$ cat src/rtl/serial_divider_pkg.sv
// Shared widths, FSM state type and iteration-counter sizing for the serial
// restoring divider.
package serial_divider_pkg;

  localparam int DEF_DIVIDEND_W = 16;
  localparam int DEF_DIVISOR_W  = 8;

  typedef enum logic [1:0] {
    IDLE = 2'd0,
    RUN  = 2'd1,
    DONE = 2'd2
  } state_e;

  // Width of a counter that walks DIVIDEND_W-1 down to 0.
  function automatic int cnt_width(input int w);
    return (w > 1) ? $clog2(w) : 1;
  endfunction

  localparam int CNT_W = cnt_width(DEF_DIVIDEND_W);

endpackage

$ cat src/rtl/serial_divider_if.sv
// Start/busy/done handshake plus operand and result buses of the serial divider.
interface serial_divider_if #(
  parameter int DIVIDEND_W = serial_divider_pkg::DEF_DIVIDEND_W,
  parameter int DIVISOR_W  = serial_divider_pkg::DEF_DIVISOR_W
);

  logic                  start;
  logic [DIVIDEND_W-1:0] dividend;
  logic [DIVISOR_W-1:0]  divisor;
  logic                  busy;
  logic                  done;
  logic [DIVIDEND_W-1:0] quotient;
  logic [DIVISOR_W-1:0]  remainder;
  logic                  div_by_zero;

  modport master (
    output start, dividend, divisor,
    input  busy, done, quotient, remainder, div_by_zero
  );

  modport slave (
    input  start, dividend, divisor,
    output busy, done, quotient, remainder, div_by_zero
  );

endinterface

$ cat src/rtl/serial_divider_step.sv
// One restoring-division iteration: shift in a dividend bit, trial-subtract the
// divisor, keep the difference only when it does not go negative.
module divide_step #(
  parameter int DIVISOR_W = serial_divider_pkg::DEF_DIVISOR_W
) (
  input  logic [DIVISOR_W-1:0] part_rem,
  input  logic                 bit_in,
  input  logic [DIVISOR_W-1:0] divisor,
  output logic [DIVISOR_W-1:0] part_rem_next,
  output logic                 quot_bit
);

  logic [DIVISOR_W:0] trial;
  logic [DIVISOR_W:0] div_ext;

  // The partial remainder is always below the divisor, so its extra top bit is
  // zero and only the low DIVISOR_W bits are carried between iterations; the
  // trial value keeps the full DIVISOR_W+1 bits for the compare.
  always_comb begin
    // NOTE: every output gets a default before the branch, so no path leaves
    // a value unassigned and no latch is inferred.
    trial         = {part_rem, bit_in};
    div_ext       = {1'b0, divisor};
    part_rem_next = trial[DIVISOR_W-1:0];
    quot_bit      = 1'b0;
    if (trial >= div_ext) begin
      part_rem_next = DIVISOR_W'(trial - div_ext);
      quot_bit      = 1'b1;
    end
  end

endmodule

$ cat src/rtl/serial_divider.sv
// Sequential restoring unsigned divider: one quotient bit per clock, with a
// start/busy/done handshake and a one-cycle divide-by-zero shortcut.
module serial_divider
  import serial_divider_pkg::*;
#(
  parameter int DIVIDEND_W = DEF_DIVIDEND_W,
  parameter int DIVISOR_W  = DEF_DIVISOR_W
) (
  input logic             clk,
  input logic             rst,
  serial_divider_if.slave bus
);

  localparam int ITER_W = cnt_width(DIVIDEND_W);
  localparam logic [ITER_W-1:0] LAST_ITER = ITER_W'(DIVIDEND_W - 1);

  state_e                state;
  logic [ITER_W-1:0]     iter_cnt;
  logic [DIVIDEND_W-1:0] work_q;
  logic [DIVISOR_W-1:0]  divisor_q;
  logic [DIVISOR_W-1:0]  part_rem;
  logic                  busy_q;
  logic                  done_q;
  logic                  dbz_q;
  logic [DIVIDEND_W-1:0] quot_q;
  logic [DIVISOR_W-1:0]  rem_q;

  logic [DIVISOR_W-1:0]  part_rem_next;
  logic                  quot_bit;
  logic [DIVIDEND_W-1:0] work_next;

  // work_q shifts the dividend out of its MSB while quotient bits enter at the
  // LSB; after DIVIDEND_W shifts it holds the complete quotient.
  divide_step #(
    .DIVISOR_W (DIVISOR_W)
  ) u_step (
    .part_rem      (part_rem),
    .bit_in        (work_q[DIVIDEND_W-1]),
    .divisor       (divisor_q),
    .part_rem_next (part_rem_next),
    .quot_bit      (quot_bit)
  );

  assign work_next = {work_q[DIVIDEND_W-2:0], quot_bit};

  // NOTE: sequential state is written only with non-blocking assignments so
  // every register samples pre-edge values regardless of statement order.
  always_ff @(posedge clk) begin
    if (rst) begin
      // NOTE: the datapath registers are plain flops, not a memory, so they are
      // reset along with the control state at no real cost.
      state     <= IDLE;
      iter_cnt  <= '0;
      work_q    <= '0;
      divisor_q <= '0;
      part_rem  <= '0;
      busy_q    <= 1'b0;
      done_q    <= 1'b0;
      dbz_q     <= 1'b0;
      quot_q    <= '0;
      rem_q     <= '0;
    end else begin
      done_q <= 1'b0;
      case (state)
        IDLE, DONE: begin
          if (bus.start) begin
            if (bus.divisor == '0) begin
              // No iterations needed: publish the fixed result immediately.
              state  <= DONE;
              done_q <= 1'b1;
              dbz_q  <= 1'b1;
              quot_q <= '1;
              rem_q  <= bus.dividend[DIVISOR_W-1:0];
            end else begin
              state     <= RUN;
              busy_q    <= 1'b1;
              dbz_q     <= 1'b0;
              work_q    <= bus.dividend;
              divisor_q <= bus.divisor;
              part_rem  <= '0;
              iter_cnt  <= LAST_ITER;
            end
          end else begin
            state <= IDLE;
          end
        end

        RUN: begin
          part_rem <= part_rem_next;
          work_q   <= work_next;
          if (iter_cnt == '0) begin
            state  <= DONE;
            busy_q <= 1'b0;
            done_q <= 1'b1;
            quot_q <= work_next;
            rem_q  <= part_rem_next;
          end else begin
            iter_cnt <= iter_cnt - 1'b1;
          end
        end

        default: begin
          state  <= IDLE;
          busy_q <= 1'b0;
        end
      endcase
    end
  end

  assign bus.busy        = busy_q;
  assign bus.done        = done_q;
  assign bus.quotient    = quot_q;
  assign bus.remainder   = rem_q;
  assign bus.div_by_zero = dbz_q;

endmodule

$ cat src/flat_wrapper.sv
// flat-port wrapper written by rule: the top's interface ports become plain ports
module serial_divider_flat import serial_divider_pkg::*;
#(
  parameter int DIVIDEND_W = DEF_DIVIDEND_W,
  parameter int DIVISOR_W  = DEF_DIVISOR_W
)
  (clk, rst, bus_start, bus_dividend, bus_divisor, bus_busy, bus_done, bus_quotient, bus_remainder, bus_div_by_zero);
  serial_divider_if #(.DIVIDEND_W(DIVIDEND_W), .DIVISOR_W(DIVISOR_W)) bus_i ();
  input logic clk;
  input logic rst;
  input wire logic [$bits(bus_i.start)-1:0] bus_start;
  input wire logic [$bits(bus_i.dividend)-1:0] bus_dividend;
  input wire logic [$bits(bus_i.divisor)-1:0] bus_divisor;
  output wire logic [$bits(bus_i.busy)-1:0] bus_busy;
  output wire logic [$bits(bus_i.done)-1:0] bus_done;
  output wire logic [$bits(bus_i.quotient)-1:0] bus_quotient;
  output wire logic [$bits(bus_i.remainder)-1:0] bus_remainder;
  output wire logic [$bits(bus_i.div_by_zero)-1:0] bus_div_by_zero;
  assign bus_i.start = bus_start;
  assign bus_i.dividend = bus_dividend;
  assign bus_i.divisor = bus_divisor;
  assign bus_busy = bus_i.busy;
  assign bus_done = bus_i.done;
  assign bus_quotient = bus_i.quotient;
  assign bus_remainder = bus_i.remainder;
  assign bus_div_by_zero = bus_i.div_by_zero;
  serial_divider #(.DIVIDEND_W(DIVIDEND_W), .DIVISOR_W(DIVISOR_W)) u_core (.clk(clk), .rst(rst), .bus(bus_i));
endmodule
$ cat config.mk
export PLATFORM = sky130hd
export DESIGN_NAME = serial_divider_flat
export DESIGN_NICKNAME = d
export VERILOG_FILES = /design/src/rtl/serial_divider_pkg.sv /design/src/rtl/serial_divider_if.sv /design/src/rtl/serial_divider_step.sv /design/src/rtl/serial_divider.sv /design/src/flat_wrapper.sv
export SDC_FILE = /design/constraint.sdc
export NUM_CORES = 1
export LEC_CHECK = 0
export ABC_AREA = 1
export CORE_UTILIZATION = 50
export CTS_BUF_LIST = sky130_fd_sc_hd__clkbuf_4 sky130_fd_sc_hd__clkbuf_8
export CTS_CLUSTER_DIAMETER = 50
export DETAILED_ROUTE_END_ITERATION = 8
export MAX_ROUTING_LAYER = met4
export PLACE_DENSITY_LB_ADDON = 0.15
export SYNTH_ARGS = -nofsm -noshare
export SYNTH_HDL_FRONTEND = slang
export SYNTH_SLANG_ARGS = --single-unit
$ cat constraint.sdc
create_clock -name clk -period 1.5 [get_ports clk]
set_input_delay 0.15 -clock clk [delete_from_list [all_inputs] [get_ports clk]]
set_output_delay 0.15 -clock clk [all_outputs]
set_load 0.005 [all_outputs]
======== Word level (Yosys, flattened, before mapping) ========
Index checks and enable logic that the tools add are counted.
operators by class
  add/sub/neg operators ................... 2
  multiply operators ...................... 0
  div/mod/pow operators ................... 0
  $lt $le $gt $ge ......................... 1
  equal/unequal tests ..................... 7
  shift operators ......................... 0
  mux-type cells .......................... 32
  bitwise operators ....................... 1
  reductions and logical operators ........ 11
operators with widths
  operator                                             number
  2-to-1 mux 16 bit                                    5
  case mux 16 bit (2 select lines)                     2
  2-to-1 mux 8 bit                                     6
  case mux 8 bit (2 select lines)                      2
  2-to-1 mux 4 bit                                     3
  >= comparator 9 x 8 -> 1 bit                         1
  AND reduction 3 bit                                  3
  logical NOT 8 bit                                    1
  case mux 4 bit (2 select lines)                      1
  AND reduction 4 bit                                  2
  subtractor 8 bit                                     1
  2-to-1 mux 1 bit                                     7
  2-to-1 mux 2 bit                                     3
  != test 2 bit, second input constant                 3
  logical NOT 4 bit                                    1
  != test 2 x 1 -> 1 bit, second input constant        2
  case mux 1 bit (2 select lines)                      2
  case mux 2 bit (2 select lines)                      1
  subtractor 4 x 1 -> 4 bit, second input constant     1
  equality test 2 x 1 -> 1 bit, second input constant  1
  equality test 2 bit, second input constant           1
  logical NOT 2 bit                                    1
  AND reduction 2 bit                                  1
  nonzero test 2 bit                                   1
  other kinds (2)                                      2
word-level totals
  flip-flop bits (word level) ............. 65
  latch bits .............................. 0
  bits in writable memories ............... 0
  memory bits (read-only) ................. 0
  bits of input ports ..................... 27
  output and inout bits ................... 27
  logic and storage cells ................. 64
  memories kept ........................... 0

======== Depth between registers and ports, before layout ========
  depth after elaboration ................. 4
  mapped depth ............................ 13
  mapped depth without buffers ............ 13

======== By module ========
Synthesis repeated with hierarchy kept, for this count alone.
second synthesis, totals
  cells, all modules ...................... 567
  area total of the unflattened synthesis .. 3,719.8 sq um
modules (own cells, without submodules)
  module          instances  cells an instance  area an instance (sq um)  seq. area each (sq um)
  serial_divider  1          458                3,067.9                   1,301.2
  divide_step     1          109                651.9                     0.0

======== Worst setup path after synthesis ========
OpenSTA, ideal clock, no wires.
  path type ............................... register to register
  start point ............................. register u_core.work_q[15]
  end point ............................... register u_core.part_rem[6]
  setup time .............................. 57 ps
  data arrival time ....................... 1,594 ps
  required time ........................... 1,443 ps
  path slack .............................. -151 ps
  cell stages (with the launch flop) ...... 13
  path buffers ............................ 0
  period minus slack after synthesis ...... 1,651 ps
  path through ............................ dfxtp_1 -> inv_1 -> ha_1 -> fa_1 -> nor2_1 -> nand2_1 -> nand3_1 -> nand2_1 -> nand2_1 -> nand3_1 -> nand3_1 -> nand2_1 -> inv_1
on the way
  word-level cells in the longest chain between the ends .. 3
  elaborated cells on any way between the ends .. 4
  classes of those cells .................. 1 x add/sub; 1 x order compare; 2 x mux
ends and longest elaborated chain
  what                                                                     line                                                  source
  from (decl)                                                              serial_divider.sv:19                                  logic [DIVIDEND_W-1:0] work_q;
  from (signal assigned)                                                   serial_divider.sv:78                                  work_q <= bus.dividend;
  from (signal assigned)                                                   serial_divider.sv:90                                  work_q <= work_next;
  subtractor 8 bit / >= comparator 9 x 8 -> 1 bit (equally long branches)  serial_divider_step.sv:27, serial_divider_step.sv:26
  2-to-1 mux 8 bit (*)                                                     serial_divider_step.sv:26                             if (trial >= div_ext) begin
  case mux 8 bit (2 select lines) (*)                                      serial_divider.sv:64                                  case (state)
  to (signal assigned)                                                     serial_divider.sv:89                                  part_rem <= part_rem_next;
  to (decl)                                                                serial_divider.sv:21                                  logic [DIVISOR_W-1:0] part_rem;
Every way passes the cells marked *; elsewhere a longest branch is shown, timed or not.
A chain may end at the register's enable or synchronous reset.

======== Final worst setup path ========
  start point ............................. register u_core.work_q[15]
  end point ............................... register u_core.part_rem[4]
Same word-level chain as after synthesis.

==> impl_metrics.env <==
export IMPL_path_max_fanout=2
export IMPL_fillerInstances=513
export IMPL_netlist_instances=469
export IMPL_routed_wl_um=8630
export IMPL_r2r_end="u_core.part_rem[4]"
export IMPL_portBuffers=53
export IMPL_cts_buffers=9
export IMPL_first_pass_iters=4
export IMPL_die_w_um=82.6
export IMPL_drt_iter0_markers=211
export IMPL_ys_seq_area_frac=0.400
export IMPL_cts_htree_levels=3
export IMPL_ys_async_sr_fraction=0
export IMPL_worst_endpoint_required_ns=1.79
export IMPL_fin_crit_ns=1.73
export IMPL_synthesis_nets=506
export IMPL_finalNetCount=604
export IMPL_min_from="bus_dividend[2]"
export IMPL_synth_most_common_cell="nand2_1"
export IMPL_start_kind="register"
export IMPL_multi_input_area_um2=1960
export IMPL_vdd_drop_max_v=0.000691
export IMPL_cts_sinks=65
export IMPL_yosys_area_top_type="dfxtp_1"
export IMPL_synth_edf_count=0
export IMPL_r2r_cells=10
export IMPL_fp_dieH_um=82.6
export IMPL_yosys_top_cells_count="92 x nand2_1, 65 x dfxtp_1, 65 x nor2_1, 53 x inv_1, 34 x nand3_1"
export IMPL_rsz0062_at_grt="true"
export IMPL_fmax_mhz=579
export IMPL_ant_nets=0
export IMPL_cts_tree="built"
export IMPL_tightest_slew_ns=0.324
export IMPL_vias=3373
export IMPL_yosys_most_used_dff="dfxtp_1"
export IMPL_layout_setup_ws_ns=-0.228
export IMPL_cp_arrival_ns=2.02
export IMPL_grt_overflow_total=0
export IMPL_power_density_nw_per_um2=1160
export IMPL_cts_root_buffer="clkbuf_8"
export IMPL_fin_crit_sh=1.15
export IMPL_yosys_warnings=0
export IMPL_holdPathStages=3
export IMPL_path_clk_slew_ns=0.08
export IMPL_violations="setup timing"
export IMPL_p_leak_nw=2.14
export IMPL_ctsHoldBuffers=0
export IMPL_status="finished, violations left"
export IMPL_setup_viol=18
export IMPL_synth_seq_cells=65
export IMPL_netlist_area_um2=3250
export IMPL_gp_congestion=0.887
export IMPL_drv_cap=0
export IMPL_worstSetupPathType="register to register"
export IMPL_row_count=29
export IMPL_avgViaCountPerCell=5.20
export IMPL_initial_core_util=0.515
export IMPL_antenna_found_initial=0
export IMPL_dp_cells=630
export IMPL_slew_headroom=0.782
export IMPL_grt_pass1_wl_um=13500
export IMPL_first_global_vias=2967
export IMPL_synthTopCellsByArea="dfxtp_1 40%, nand2_1 11%, nor2_1 7.5%"
export IMPL_timing_hold_violations_final=0
export IMPL_ff_latch_area_um2=1320
export IMPL_stdcell_area_um2=4810
export IMPL_endpoint_kind="register"
export IMPL_finClkSkew_ns=0.00932
export IMPL_wl_per_cell_um=13.3
export IMPL_synth_top_area_share=0.400
export IMPL_grt_max_degree=36
export IMPL_placed_area_um2=4340
export IMPL_min_delay_worst_endpoint="u_core.work_q[2]"
export IMPL_coreArea_um2=6310
export IMPL_fin_util=0.763
export IMPL_reg2reg_from="u_core.work_q[15]"
export IMPL_detailed_place_hpwl_um=6060
export IMPL_hp_class="input pin to register"
export IMPL_io_pins=54
export IMPL_reg2reg_slack_ns=-0.23
export IMPL_worst_skew_pair_late_latency_ns=0.34
export IMPL_antenna_cells=0
export IMPL_startpoint="u_core.work_q[15]"
export IMPL_maxSlewViolCount=0
export IMPL_avgSynthCellArea_um2=6.93
export IMPL_dieArea_um2=6830
export IMPL_drc=0
export IMPL_drive_gt1_frac=0.287
export IMPL_synth_distinct_cells=32
export IMPL_layout_cells_non_filler=649
export IMPL_max_clock_path_buffers=2
export IMPL_grt_util_all_layers=0.270
export IMPL_synthToLayoutAreaGrowth_pct=48.1
==> sequential cells by signal, indices dropped and copies added, names as in the netlist <==
| signal | count |
|---|---|
| u_core.bus.busy | 1 |
| u_core.part_rem | 8 |
| u_core.bus.quotient | 16 |
| u_core.bus.div_by_zero | 1 |
| u_core.divisor_q | 8 |
| u_core.state | 2 |
| u_core.iter_cnt | 4 |
| u_core.bus.remainder | 8 |
| u_core.work_q | 16 |
| u_core.bus.done | 1 |
==> worst max-delay path, stage by stage (launching register included) <==
cell and delay, ns:
dfxtp_2 0.35, inv_2 0.05, ha_4 0.16, fa_2 0.40
nor2_4 0.12, nor2_1 0.06, xnor2_1 0.20, nand3_2 0.13
nand3_1 0.12, nand2_1 0.06, inv_1 0.04
==> worst max-delay path by stage <==
stage | end | slack, ns
floorplan | u_core.part_rem[3] | -0.06
global placement | u_core.bus.remainder[4] | -0.21
detailed placement | u_core.bus.remainder[4] | -0.22
CTS | u_core.part_rem[4] | -0.18
global route | u_core.part_rem[6] | -0.35
finish | u_core.part_rem[4] | -0.23
==> placed cells by master, fill, tap and decap left out, types with 8 or more instances in the layout <==
cell type / count
inv_2: 12
nand3_2: 18
o21ai_1: 9
a31oi_1: 8
dfxtp_1: 52
nor2_1: 60
dfxtp_2: 12
nand4_1: 11
a21oi_1: 29
buf_4: 49
clkbuf_8: 9
nand3_1: 12
nor3_1: 8
o211ai_1: 8
nand2_2: 12
clkdlybuf4s50_1: 53
inv_1: 45
o21ai_0: 23
nand2_1: 81
ha_4: 8
==> final cells by class <==
type	instances	share of cell area
multi-input cells	325	0.407
flip-flops and latches	65	0.274
repair buffers	109	0.212
inverters	57	0.0444
clock buffers	9	0.0257
well taps	77	0.0200
clock inverters	7	0.0161
==> kinds of logic after synthesis <==
logic type | count (synthesis) | synth area share
AOI/OAI and AO/OA | 86 | 0.147
xor gates and xnor gates | 4 | 0.0108
adders and majority gates | 10 | 0.0408
buffers and inverters | 79 | 0.0997
DFF | 65 | 0.400
and+or+nand+nor | 225 | 0.301
==> through the flow <==
step | setup TNS (ns) | power, mW | worst slack, ns | hold slack [ns]
finish | -3.09 | 5.60 | -0.228 | 0.444
global route | -5.11 | 5.93 | -0.345 | 0.442
CTS | -1.57 | 5.38 | -0.180 | 0.431
detailed placement | -8.26 | 3.76 | -0.217 | 0.450
global placement | -5.69 | 3.73 | -0.206 | 0.446
floorplan | -0.774 | 3.04 | -0.0618 | 0.290
==> per-layer routing <==
metal	vias up	global-route usage	routed length, um
li1	1725	-	-
met1	1536	0.332	3990
met2	95	0.443	4100
met3	17	0.0571	380
met4	0	0.0810	157
met5	-	-	0
==> where the power goes <==
part	internal [mW]	total, mW	switching [mW]	leakage (nW)
logic	0.954	2.05	1.10	1.50
registers	1.90	2.02	0.115	0.540
clock network	0.784	1.53	0.748	0.105
==> timing repair <==
item                                    CTS  global route
buffers inserted                          0             2
endpoints found under the setup margin   18            35
pin swaps                                 9            15
gates cloned                              0             1
gates resized for setup                  22            50
(Power assumes the default switching activity.)
